==> src/rtl/idli_pkg.sv <==
// Shared types and constants for the idli SQI memory path.
package idli_pkg;

  // One nibble on the core's serial address/data path.
  typedef logic [3:0] sqi_data_t;

  // Controller FSM states.
  typedef enum logic [2:0] {
    StIdle,
    StAddr,
    StCmd,
    StAout,
    StDummy,
    StData,
    StGap
  } sqi_state_t;

  // SQI command bytes, sent as two nibbles, high nibble first.
  localparam logic [7:0] SQI_CMD_READ  = 8'h03;
  localparam logic [7:0] SQI_CMD_WRITE = 8'h02;

  localparam int unsigned SQI_ADDR_IN_NIBBLES  = 3;  // nibbles after the accept cycle
  localparam int unsigned SQI_CMD_NIBBLES      = 2;
  localparam int unsigned SQI_ADDR_OUT_NIBBLES = 6;
  localparam int unsigned SQI_DUMMY_NIBBLES    = 2;

  // Last phase-counter value of a phase that lasts n cycles.
  function automatic logic [2:0] sqi_last(input int unsigned n);
    return 3'(n - 1);
  endfunction

endpackage

==> src/rtl/idli_sqi_addr_m.sv <==
// Address capture and AOUT nibble select for the SQI controller.
// Nibbles arrive LSN first and are shifted in at the top, so after four
// shifts the first nibble sits in addr[3:0].
module idli_sqi_addr_m
  import idli_pkg::*;
(
  input  logic      i_gck,
  input  logic      i_rst,
  input  logic      i_shift,
  input  sqi_data_t i_nibble,
  input  logic [2:0] i_phase,
  output sqi_data_t o_nibble
);

  logic [15:0] addr_q, addr_d;

  // Shift a new nibble in from the top when enabled.
  always_comb begin
    addr_d = addr_q;
    if (i_shift) begin
      addr_d = {i_nibble, addr_q[15:4]};
    end
  end

  // Address register.
  always_ff @(posedge i_gck) begin
    if (i_rst) begin
      addr_q <= '0;
    end else begin
      addr_q <= addr_d;
    end
  end

  // AOUT sends two zero nibbles (A23..A16) then the address MSN first.
  always_comb begin
    o_nibble = '0;
    case (i_phase)
      3'd2:    o_nibble = addr_q[15:12];
      3'd3:    o_nibble = addr_q[11:8];
      3'd4:    o_nibble = addr_q[7:4];
      3'd5:    o_nibble = addr_q[3:0];
      default: o_nibble = '0;
    endcase
  end

endmodule

==> src/rtl/idli_sqi_ctrl_m.sv <==
// Nibble-serial SQI SRAM controller: captures an LSN-first 16-bit address,
// issues command + MSN-first address, then streams data until i_sqi_req drops.
// Define IDLI_SQI_WRITE_EN for write support; otherwise every access is a read.
module idli_sqi_ctrl_m
  import idli_pkg::*;
(
  input  logic       i_sqi_gck,
  input  logic       i_sqi_rst,
  input  logic       i_sqi_req,
  input  logic       i_sqi_wr,
  input  sqi_data_t  i_sqi_data,
  output logic       o_sqi_ready,
  output sqi_data_t  o_sqi_rd_data,
  output logic       o_sqi_rd_valid,
  output logic       o_sqi_wr_ready,
  output logic       o_sqi_cs_n,
  output logic       o_sqi_sck_en,
  output logic [3:0] o_sqi_sio_out,
  output logic       o_sqi_sio_oe,
  input  logic [3:0] i_sqi_sio_in
);

  sqi_state_t state_q, state_d;
  logic [2:0] phase_q, phase_d;
  sqi_data_t  rd_data_q, rd_data_d;
  logic       rd_valid_q, rd_valid_d;
  logic       is_wr;
  logic       addr_shift;
  sqi_data_t  aout_nibble;
  logic [7:0] cmd_byte;
  sqi_data_t  cmd_nibble;
  logic       active;
  logic       xfer;

`ifdef IDLI_SQI_WRITE_EN
  logic wr_q, wr_d;

  // Direction is latched in the accept cycle only.
  always_comb begin
    wr_d = wr_q;
    if (state_q == StIdle && i_sqi_req) begin
      wr_d = i_sqi_wr;
    end
  end

  // Direction register.
  always_ff @(posedge i_sqi_gck) begin
    if (i_sqi_rst) begin
      wr_q <= 1'b0;
    end else begin
      wr_q <= wr_d;
    end
  end

  assign is_wr    = wr_q;
  assign cmd_byte = wr_q ? SQI_CMD_WRITE : SQI_CMD_READ;
`else
  logic unused_wr;
  assign unused_wr = i_sqi_wr;
  assign is_wr     = 1'b0;
  assign cmd_byte  = SQI_CMD_READ;
`endif

  assign addr_shift = i_sqi_req && (state_q == StIdle || state_q == StAddr);
  assign cmd_nibble = phase_q[0] ? cmd_byte[3:0] : cmd_byte[7:4];

  idli_sqi_addr_m u_addr (
    .i_gck    (i_sqi_gck),
    .i_rst    (i_sqi_rst),
    .i_shift  (addr_shift),
    .i_nibble (i_sqi_data),
    .i_phase  (phase_q),
    .o_nibble (aout_nibble)
  );

  // Next-state and phase counter; a dropped request always exits via GAP.
  always_comb begin
    state_d = state_q;
    phase_d = phase_q + 3'd1;
    unique case (state_q)
      StIdle: begin
        phase_d = '0;
        if (i_sqi_req) state_d = StAddr;
      end
      StAddr: begin
        if (phase_q == sqi_last(SQI_ADDR_IN_NIBBLES)) begin
          state_d = StCmd;
          phase_d = '0;
        end
      end
      StCmd: begin
        if (phase_q == sqi_last(SQI_CMD_NIBBLES)) begin
          state_d = StAout;
          phase_d = '0;
        end
      end
      StAout: begin
        if (phase_q == sqi_last(SQI_ADDR_OUT_NIBBLES)) begin
          state_d = is_wr ? StData : StDummy;
          phase_d = '0;
        end
      end
      StDummy: begin
        if (phase_q == sqi_last(SQI_DUMMY_NIBBLES)) begin
          state_d = StData;
          phase_d = '0;
        end
      end
      StData: phase_d = '0;
      StGap: begin
        state_d = StIdle;
        phase_d = '0;
      end
      default: begin
        state_d = StIdle;
        phase_d = '0;
      end
    endcase
    if (!i_sqi_req && state_q != StIdle && state_q != StGap) begin
      state_d = StGap;
      phase_d = '0;
    end
  end

  // A cycle with the request low never transfers and already has CS released.
  assign xfer   = i_sqi_req && (state_q == StData);
  assign active = i_sqi_req && (state_q == StCmd || state_q == StAout ||
                                state_q == StDummy || state_q == StData);

  // Read capture: pad nibble lands in rd_data one cycle after the DATA cycle.
  always_comb begin
    rd_valid_d = xfer && !is_wr;
    rd_data_d  = rd_valid_d ? i_sqi_sio_in : rd_data_q;
  end

  // FSM, phase counter and read pad registers.
  always_ff @(posedge i_sqi_gck) begin
    if (i_sqi_rst) begin
      state_q    <= StIdle;
      phase_q    <= '0;
      rd_data_q  <= '0;
      rd_valid_q <= 1'b0;
    end else begin
      state_q    <= state_d;
      phase_q    <= phase_d;
      rd_data_q  <= rd_data_d;
      rd_valid_q <= rd_valid_d;
    end
  end

  // Pad and handshake outputs.
  always_comb begin
    o_sqi_sio_out = '0;
    case (state_q)
      StCmd:   o_sqi_sio_out = cmd_nibble;
      StAout:  o_sqi_sio_out = aout_nibble;
      StData:  if (is_wr) o_sqi_sio_out = i_sqi_data;
      default: o_sqi_sio_out = '0;
    endcase
    o_sqi_sio_oe   = i_sqi_req && (state_q == StCmd || state_q == StAout ||
                                   (state_q == StData && is_wr));
    o_sqi_cs_n     = !active;
    o_sqi_sck_en   = active;
    o_sqi_ready    = (state_q == StIdle);
    o_sqi_wr_ready = xfer && is_wr;
    o_sqi_rd_valid = rd_valid_q;
    o_sqi_rd_data  = rd_data_q;
  end

endmodule

==> config.mk <==
export PLATFORM = sky130hd
export DESIGN_NAME = idli_sqi_ctrl_m
export DESIGN_NICKNAME = d
export VERILOG_FILES = /design/src/rtl/idli_pkg.sv /design/src/rtl/idli_sqi_addr_m.sv /design/src/rtl/idli_sqi_ctrl_m.sv
export SDC_FILE = /design/constraint.sdc
export NUM_CORES = 1
export LEC_CHECK = 0
export ABC_CLOCK_PERIOD_IN_PS = 1600
export BUFFER_PORTS_ARGS = -buffer_cell sky130_fd_sc_hd__buf_4
export CAP_MARGIN = 25
export CORE_MARGIN = 3
export CORE_UTILIZATION = 56
export CTS_BUF_LIST = sky130_fd_sc_hd__clkbuf_4
export DETAILED_ROUTE_END_ITERATION = 16
export HOLD_SLACK_MARGIN = 0.06
export MAX_ROUTING_LAYER = met4
export PLACE_DENSITY = 0.81
export SLEW_MARGIN = 20
export SYNTH_ARGS = -nofsm -noshare
export SYNTH_HDL_FRONTEND = slang
export SYNTH_HIERARCHICAL = 1
export SYNTH_SLANG_ARGS = --single-unit
==> constraint.sdc <==
create_clock -name i_sqi_gck -period 1.6 [get_ports i_sqi_gck]
set_input_delay 0.16 -clock i_sqi_gck [delete_from_list [all_inputs] [get_ports i_sqi_gck]]
set_output_delay 0.16 -clock i_sqi_gck [all_outputs]
set_load 0.02 [all_outputs]
==> impl_metrics.json, run 1 <==
{
  "outcome": "complete, but fails checks",
  "failed_checks": "setup timing",
  "leakage_nw": 0.756,
  "die_w_um": 55.3,
  "synthTopCellsByArea": "dfxtp_1 40%, mux2i_1 19%, nor2_1 6.6%, nor2b_1 3.2%, nand2b_1 2.3%",
  "htreeDepth": 1,
  "num_vias": 1172,
  "ys_types": 37,
  "synth_nets": 159,
  "first_pass_iters": 4,
  "crit_required_ns": 1.44,
  "final_cell_mix": "30 x buf_4, 26 x mux2i_1, 24 x nor2_1",
  "grt_pass1_wl_um": 4980,
  "utilization_pct": 78.6,
  "start_kind": "register",
  "end_kind": "output port",
  "gp_congestion": 0.787,
  "grt_max_degree": 26,
  "async_flop_share_pct": 0,
  "postSynthCellCount": 147,
  "max_clock_freq_mhz": 605,
  "hp-start": "i_sqi_sio_in[3]",
  "path_clk_slew_ns": 0.15,
  "nets": 192,
  "initialDrtViolationCount": 27,
  "grtUsageTotal_pct": 21.1,
  "start_util_pct": 60.3,
  "synth_edf_count": 0,
  "design_area_um2": 1770,
  "synth_area_per_cell_um2": 9.24,
  "numPlacedInstances": 191,
  "cts_tree": "yes",
  "die-area_um2": 3050,
  "startpoint": "phase_q[1]",
  "syn_area_um2": 1360,
  "grt_pass1_vias": 1087,
  "ant_nets": 0,
  "fillers": 156,
  "viasPerCell": 5.66,
  "drive_gt1_share_pct": 33.5,
  "ios": 26,
  "areaGrowthSynthToFinish_pct": 30.5,
  "io_buffers": 23,
  "fin_cells": 207,
  "layout_commonest_cell": "buf_4",
  "reg2regPathDepth": 4,
  "power_density_nw_per_um2": 722,
  "wl_per_cell_um": 15.2,
  "yosysTopAreaCell": "dfxtp_1",
  "overflow": 0,
  "core_um2": 2250,
  "rsz0062_at_grt": "yes",
  "hold_class": "in2reg",
  "cts_sinks": 27,
  "r2r_start": "state_q[1]",
  "skew_ns": 0.00546,
  "hold_violations": 0,
  "route.detailed.drc": 0,
  "clock_path_buffers": 2,
  "synth_top_area_share_pct": 39.8,
  "min_path_cells": 3,
  "place_hpwl_um": 2060,
  "clock_latency_ns": 0.34,
  "numCtsBuffers": 3,
  "critPathArrivalTime_ns": 1.49,
  "drv_slew": 0,
  "cts_root_buf": "clkbuf_4",
  "place_area_um2": 1550,
  "synth_ff_type": "dfxtp_1",
  "max_cap_viol_count": 0,
  "yosysSeqAreaShare_pct": 39.8,
  "totalWireLength_um": 3160,
  "finalCritPeriodShare_pct": 103,
  "die_h_um": 55.3,
  "antenna_found_initial": 0,
  "num_rows": 17,
  "yosys_warnings": 6,
  "crit_fanout": 5,
  "fin_crit_ns": 1.65,
  "finalSetupViolations": 2,
  "yosys_register_bits": 27,
  "pre_cts_ws_ns": 0.0752,
  "insertedDiodeCount": 0,
  "criticalPathCategory": "reg2out",
  "fin_ws_ns": -0.0525,
  "hold_ws_ns": 0.0734,
  "vdd_drop_max_v": 0.000689
}
[cell usage after synthesis (3+ instances only)]
library cell and n:
nor2b_1 7, dfxtp_1 27, nand2b_1 5, clkbuf_1 5, nor2_1 24, mux2i_1 26
nand2_1 3, and3_1 3, o21ai_0 3, a21oi_1 6, o22ai_1 3
[per-layer routing]
metal / GRT usage, % / routed length (um)
met2: 35.1 / 1550
met5: - / 0
met1: 24.3 / 1410
met4: 10.8 / 72
met3: 3.27 / 123
[final timing paths]
| kind | to | slack (ns) |
|---|---|---|
| setup / recovery | o_sqi_sio_out[0] | -0.05 |
| hold / removal | o_sqi_rd_data[3] | 0.07 |
| setup reg to reg | phase_q[1] | 0.12 |
| hold reg to reg | o_sqi_rd_data[0] | 0.52 |
[cells by family after synthesis]
logic type / after synthesis / synth area share [%]
other: 1 / 0.276
multiplexers: 26 / 19.2
flip-flops: 27 / 39.8
XOR/XNOR: 1 / 0.645
buffers and inverters: 15 / 6.63
AND/OR/NAND/NOR: 54 / 22.1
AO/OA/AOI/OAI: 23 / 11.4
[critical path: stages, from the launching register on]
cell and delay, ns:
dfxtp_4 0.42, nor2b_4 0.16, a22oi_1 0.09, a21oi_1 0.14, nand2_1 0.09, a21oi_2 0.11
buf_4 0.15
[stage by stage]
stage / TNS (ns) / power (W)
after global placement: 0 / 0.000942
final: -0.0935 / 0.00128
after global routing: -0.391 / 0.00134
after floorplan: 0 / 0.000894
after CTS: -0.120 / 0.00128
after detailed placement: 0 / 0.000951
[power by group]
part / total [W] / switching, W / leakage [nW] / internal [W]
clock: 0.000313 / 0.000217 / 0.0139 / 0.0000962
combinational: 0.000243 / 0.000114 / 0.518 / 0.000129
sequential: 0.000723 / 0.0000329 / 0.224 / 0.000691
[final cells by class]
type	instances	area (um^2)	area share, %
clock inverter	1	7.51	0.423
timing repair buffer	41	349	19.7
multi-input combinational	105	788	44.5
clock buffer	3	22.5	1.27
sequential	27	563	31.8
tap	28	35.0	1.98
inverter	2	7.51	0.423
[what timing repair did]
item | in CTS | in global routing
setup buffers | 1 | 4
gates resized for setup | 16 | 11
pin swaps | 2 | 2
setup endpoints to repair | 6 | 6
hold endpoints to repair | 7 | 0
hold buffers | 7 | 0
[flip-flops by register name (all words and copies together), names as in the netlist]
signal,count
phase_q,3
u_addr/addr_q,16
state_q,3
o_sqi_rd_data,4
o_sqi_rd_valid,1
(Power assumes the default switching activity.)
==> run 2: changes to the inputs <==
- CELL_PAD_IN_SITES_DETAIL_PLACEMENT: unset -> 1
- CELL_PAD_IN_SITES_GLOBAL_PLACEMENT: unset -> 1
- CORE_UTILIZATION: 56 -> 43
- PLACE_DENSITY: 0.81 -> unset
- PLACE_DENSITY_LB_ADDON: unset -> 0.15
==> run 2 against run 1 <==
  * The flow still finishes with violations (setup timing)
  * Routed wire length is 14% higher
  * Count of clock-buffer cells in the layout is the same
  * Combinational power increased by 5%
  * Via count is 0.17% higher
  * Critical path type unchanged
  * Critical endpoint unchanged
==> impl_metrics.json, run 2 (same netlist as run 1, synthesis figures left out) <==
{
  "htreeDepth": 1,
  "io_buffers": 23,
  "hold_class": "in2reg",
  "hp-start": "i_sqi_rst",
  "max_cap_viol_count": 0,
  "critPathArrivalTime_ns": 1.52,
  "r2r_slack_ns": 0.22,
  "die_w_um": 62.2,
  "first_pass_iters": 4,
  "core_um2": 2880,
  "fin_ws_ns": -0.0833,
  "die_h_um": 62.2,
  "num_rows": 19,
  "seqPwrFrac_pct": 55.7,
  "ant_nets": 0,
  "die-area_um2": 3870,
  "drv_slew": 0,
  "leakage_nw": 0.751,
  "cts_root_buf": "clkbuf_4",
  "grt_pass1_vias": 1208,
  "viasPerCell": 5.31,
  "largest_register_ffs": 16,
  "numCtsBuffers": 3,
  "grtUsageTotal_pct": 20.0,
  "clock_latency_ns": 0.34,
  "fillers": 337,
  "outcome": "complete, but fails checks",
  "finalSetupViolations": 4,
  "criticalPathCategory": "reg2out",
  "ios": 26,
  "overflow": 0,
  "crit_required_ns": 1.44,
  "holdPathEnd": "phase_q[1]",
  "final_cell_mix": "27 x buf_4, 25 x mux2i_1, 24 x nor2_1",
  "end_kind": "output port",
  "route.detailed.drc": 0,
  "totalWireLength_um": 3590,
  "nets": 192,
  "pre_cts_ws_ns": 0.108,
  "vdd_drop_max_v": 0.000562,
  "crit_slowest_cell": "dfxtp_4",
  "cts_sinks": 27,
  "wl_per_cell_um": 16.3,
  "p_sw_w": 0.000378,
  "swShare_pct": 29.1,
  "failed_checks": "setup timing",
  "grt_pass1_wl_um": 5980,
  "crit_fanout": 5,
  "max_clock_freq_mhz": 594,
  "rsz0062_at_grt": "yes",
  "r2r-end": "phase_q[2]",
  "clock_path_buffers": 2,
  "place_hpwl_um": 2410,
  "cts_tree": "yes",
  "p_clk_share_pct": 24.6,
  "finalCritPeriodShare_pct": 105,
  "start_kind": "register",
  "start_util_pct": 47.2,
  "initialDrtViolationCount": 43,
  "grt_max_degree": 25,
  "skew_ns": 0.00248,
  "reg2regPathDepth": 3,
  "gp_congestion": 0.836,
  "drive_gt1_share_pct": 32.4,
  "cpPeakStageDelay_ns": 0.39,
  "crit_top_cell": "a21oi_2",
  "top_register": "u_addr/addr_q",
  "power_density_nw_per_um2": 729,
  "place_area_um2": 1570,
  "num_vias": 1174,
  "internal_power_w": 0.000920,
  "min_path_cells": 3,
  "hold_violations": 0,
  "path_clk_slew_ns": 0.15,
  "fin_crit_ns": 1.68,
  "cp_cell_sequence": "nor2b_4, a221oi_2, a21oi_2, nand2_1, a21oi_2, buf_4",
  "areaGrowthSynthToFinish_pct": 31.0,
  "design_area_um2": 1780,
  "r2r_start": "state_q[0]",
  "antenna_found_initial": 0,
  "insertedDiodeCount": 0,
  "power.combinational.fraction_pct": 19.7,
  "layout_commonest_cell": "buf_4"
}
## run 2: cell count changes in the layout (fill, tap and decap cells not counted), moves of 2 or more
cell / delta
o22ai_2: -2
buf_4: -3
buf_6: +2
dfxtp_4: -2
nand2b_1: +2
dfxtp_2: +2
o22ai_1: +2
## run 2: timing repair
| item | CTS | global route |
|---|---|---|
| endpoints found under the hold margin | 8 | 0 |
| pin swaps | 4 | 5 |
| hold buffers | 8 | 0 |
| setup buffers | 0 | 3 |
| gates resized for setup | 16 | 11 |
| setup endpoints to repair | 6 | 7 |
## run 2: worst max path at each step
stage | endpoint | cells after the start | start | slack [ns]
global route | o_sqi_sio_out[0] | 6 | phase_q[1] | -0.19
floorplan | o_sqi_sck_en | 4 | state_q[1] | 0.19
detailed placement | o_sqi_sio_out[0] | 6 | phase_q[2] | 0.11
CTS | o_sqi_sio_out[0] | 6 | phase_q[1] | -0.09
finish | o_sqi_sio_out[0] | 6 | phase_q[1] | -0.08
global placement | o_sqi_sio_out[3] | 4 | phase_q[0] | 0.12
## run 2: through the flow
step	util (%)	hold WS [ns]	cells	setup TNS [ns]	power [W]
after global routing	61.9	0.0607	221	-0.611	0.00138
after global placement	54.6	0.393	206	0	0.000949
after floorplan	-	0.304	147	0	0.000894
after detailed placement	54.6	0.405	206	0	0.000960
after CTS	60.2	0.0848	218	-0.237	0.00129
final	61.9	0.0879	221	-0.233	0.00130
## run 2: metal layers
layer / part of all wire [%] / track usage, %
met3: 2.1 / 2.70
met2: 50 / 33.9
met5: 0 / -
met4: 1.6 / 8.29
met1: 46 / 23.8
## run 2: critical path: cells and delay by family (launching register included)
kind | cells | cell delay (ns)
AO/OA/AOI/OAI | 3 | 0.41
buffers and inverters | 1 | 0.16
flip-flops | 1 | 0.39
AND/OR/NAND/NOR | 2 | 0.23
## run 2: cell type report
class | instances | area [um^2] | share of cell area (%)
Multi-Input combinational cell | 105 | 773 | 43.4
Sequential cell | 27 | 558 | 31.3
Timing Repair Buffer | 41 | 359 | 20.2
Tap cell | 42 | 52.6 | 2.95
Clock buffer | 3 | 22.5 | 1.26
Clock inverter | 1 | 7.51 | 0.422
Inverter | 2 | 7.51 | 0.422
## run 2: power groups by stage
| stage | Sequential [W] | Clock (W) | Combinational [W] |
|---|---|---|---|
| CTS | 0.000725 | 0.000328 | 0.000236 |
| global route | 0.000729 | 0.000372 | 0.000275 |
| detailed placement | 0.000742 | 0 | 0.000218 |
| finish | 0.000723 | 0.000320 | 0.000256 |
| global placement | 0.000739 | 0 | 0.000210 |
| floorplan | 0.000725 | 0 | 0.000168 |
==> run 3: changes to the inputs <==
- ABC_CLOCK_PERIOD_IN_PS: 1600 -> 1650
- SKIP_CTS_REPAIR_TIMING: unset -> 1
- clock period: 1.6 -> 1.65 ns (I/O delays scaled with it)
==> run 3 against run 2 <==
  * The flow now finishes without violations
  * Register-to-register slack improved by 0.08 ns
  * Flip-flop and latch count unchanged
  * Worst hold slack got worse by 0.029 ns
  * Setup slack improved by 0.085 ns
  * Routed wire length is 7.0% lower
  * Count of clock-buffer cells in the layout unchanged
  * Clock power is 7.8% lower
  * Global-route usage decreased by 1.5 points
  * Power down 6.6%
  * Design area down 4.7%
  * Critical endpoint unchanged
  * Highest routed layer unchanged
==> impl_metrics.json, run 3 (same netlist as run 1, synthesis figures left out) <==
{
  "outcome": "complete, no violations",
  "fin_crit_ns": 1.65,
  "cts_tree": "yes",
  "pre_cts_ws_ns": 0.175,
  "criticalPathCategory": "reg2out",
  "grt_max_degree": 25,
  "antenna_found_initial": 0,
  "crit_fanout": 5,
  "power.combinational.fraction_pct": 17.6,
  "skew_ns": 0.00880,
  "end_kind": "output port",
  "crit_required_ns": 1.48,
  "power_density_nw_per_um2": 715,
  "gp_congestion": 0.785,
  "final_cell_mix": "29 x buf_4, 24 x nor2_1, 24 x mux2i_1",
  "numCtsBuffers": 3,
  "hold_class": "in2reg",
  "max_cap_viol_count": 0,
  "insertedDiodeCount": 0,
  "critPathArrivalTime_ns": 1.48,
  "die_w_um": 62.2,
  "clock_latency_ns": 0.33,
  "leakage_nw": 0.708,
  "drv_slew": 0,
  "io_buffers": 23,
  "place_area_um2": 1560,
  "p_clk_share_pct": 24.3,
  "grt_pass1_vias": 1264,
  "internal_power_w": 0.000868,
  "finalSetupViolations": 0,
  "num_rows": 19,
  "hold_violations": 0,
  "cts_root_buf": "clkbuf_4",
  "first_pass_iters": 4,
  "drive_gt1_share_pct": 35.9,
  "overflow": 0,
  "die-area_um2": 3870,
  "max_clock_freq_mhz": 607,
  "cts_sinks": 27,
  "viasPerCell": 5.43,
  "finalCritPeriodShare_pct": 99.9,
  "top_register": "u_addr/addr_q",
  "areaGrowthSynthToFinish_pct": 24.9,
  "grtUsageTotal_pct": 18.4,
  "layout_commonest_cell": "buf_4",
  "ios": 26,
  "p_sw_w": 0.000345,
  "wl_per_cell_um": 15.8,
  "die_h_um": 62.2,
  "start_kind": "register",
  "rsz0062_at_grt": "yes",
  "ant_nets": 0,
  "largest_register_ffs": 16,
  "vdd_drop_max_v": 0.000554,
  "utilization_pct": 59.0,
  "totalWireLength_um": 3340,
  "seqPwrFrac_pct": 58.1,
  "power.total_w": 0.00121,
  "grt_pass1_wl_um": 5690,
  "core_um2": 2880,
  "start_util_pct": 47.2,
  "place_hpwl_um": 2410,
  "path_clk_slew_ns": 0.15,
  "fin_ws_ns": 0.00171,
  "swShare_pct": 28.4,
  "htreeDepth": 1,
  "design_area_um2": 1700,
  "num_vias": 1151,
  "initialDrtViolationCount": 57,
  "route.detailed.drc": 0,
  "nets": 183,
  "clock_path_buffers": 2
}
[run 3: changes by cell type in the layout (fill, tap and decap cells not counted), sizes merged]
cell,delta
dlygate4sd3,-7
buf,-2
[run 3: final timing paths]
check / startpoint / end / slack (ns) / depth (start not counted)
max reg2reg: state_q[2] / u_addr/addr_q[6] / 0.30 / 4
min: i_sqi_data[1] / u_addr/addr_q[13] / 0.06 / 3
min reg2reg: o_sqi_rd_data[2] / o_sqi_rd_data[2] / 0.53 / 2
max: phase_q[1] / o_sqi_sio_out[0] / 0.002 / 6
[run 3: metal layers]
layer	GRT usage, %	vias to the layer above	part of all wire (%)
met5	-	-	0
met4	8.56	0	2.6
met3	2.70	9	3.8
met2	30.1	28	49
met1	22.5	555	44
li1	-	559	-
[run 3: layout make-up]
class,instances,area (um^2)
sequential,27,561
timing repair buffer,32,250
clock inverter,1,7.51
inverter,2,7.51
multi-input combinational,105,796
fill,332,1180
tap,42,52.6
clock buffer,3,22.5
[run 3: worst max-delay path, stage by stage, from the launching register on]
cell	delay (ns)
dfxtp_4	0.41
nor2b_4	0.18
a22oi_2	0.09
a21oi_2	0.14
nand2_1	0.08
a21oi_2	0.13
buf_6	0.13
[run 3: power by group through the flow]
stage	clock (W)	combinational [W]	sequential, W
final	0.000295	0.000214	0.000705
after CTS	0.000306	0.000204	0.000704
after global placement	0	0.000196	0.000716
after global routing	0.000345	0.000234	0.000710
after detailed placement	0	0.000204	0.000718
after floorplan	0	0.000163	0.000703
[run 3: metrics by stage]
step,hold WS [ns],cells,TNS (ns)
after floorplan,0.309,147,0
after detailed placement,0.409,206,0
after global routing,0.0616,212,-0.340
final,0.0586,212,0
after CTS,0.0471,210,-0.873
after global placement,0.397,206,0
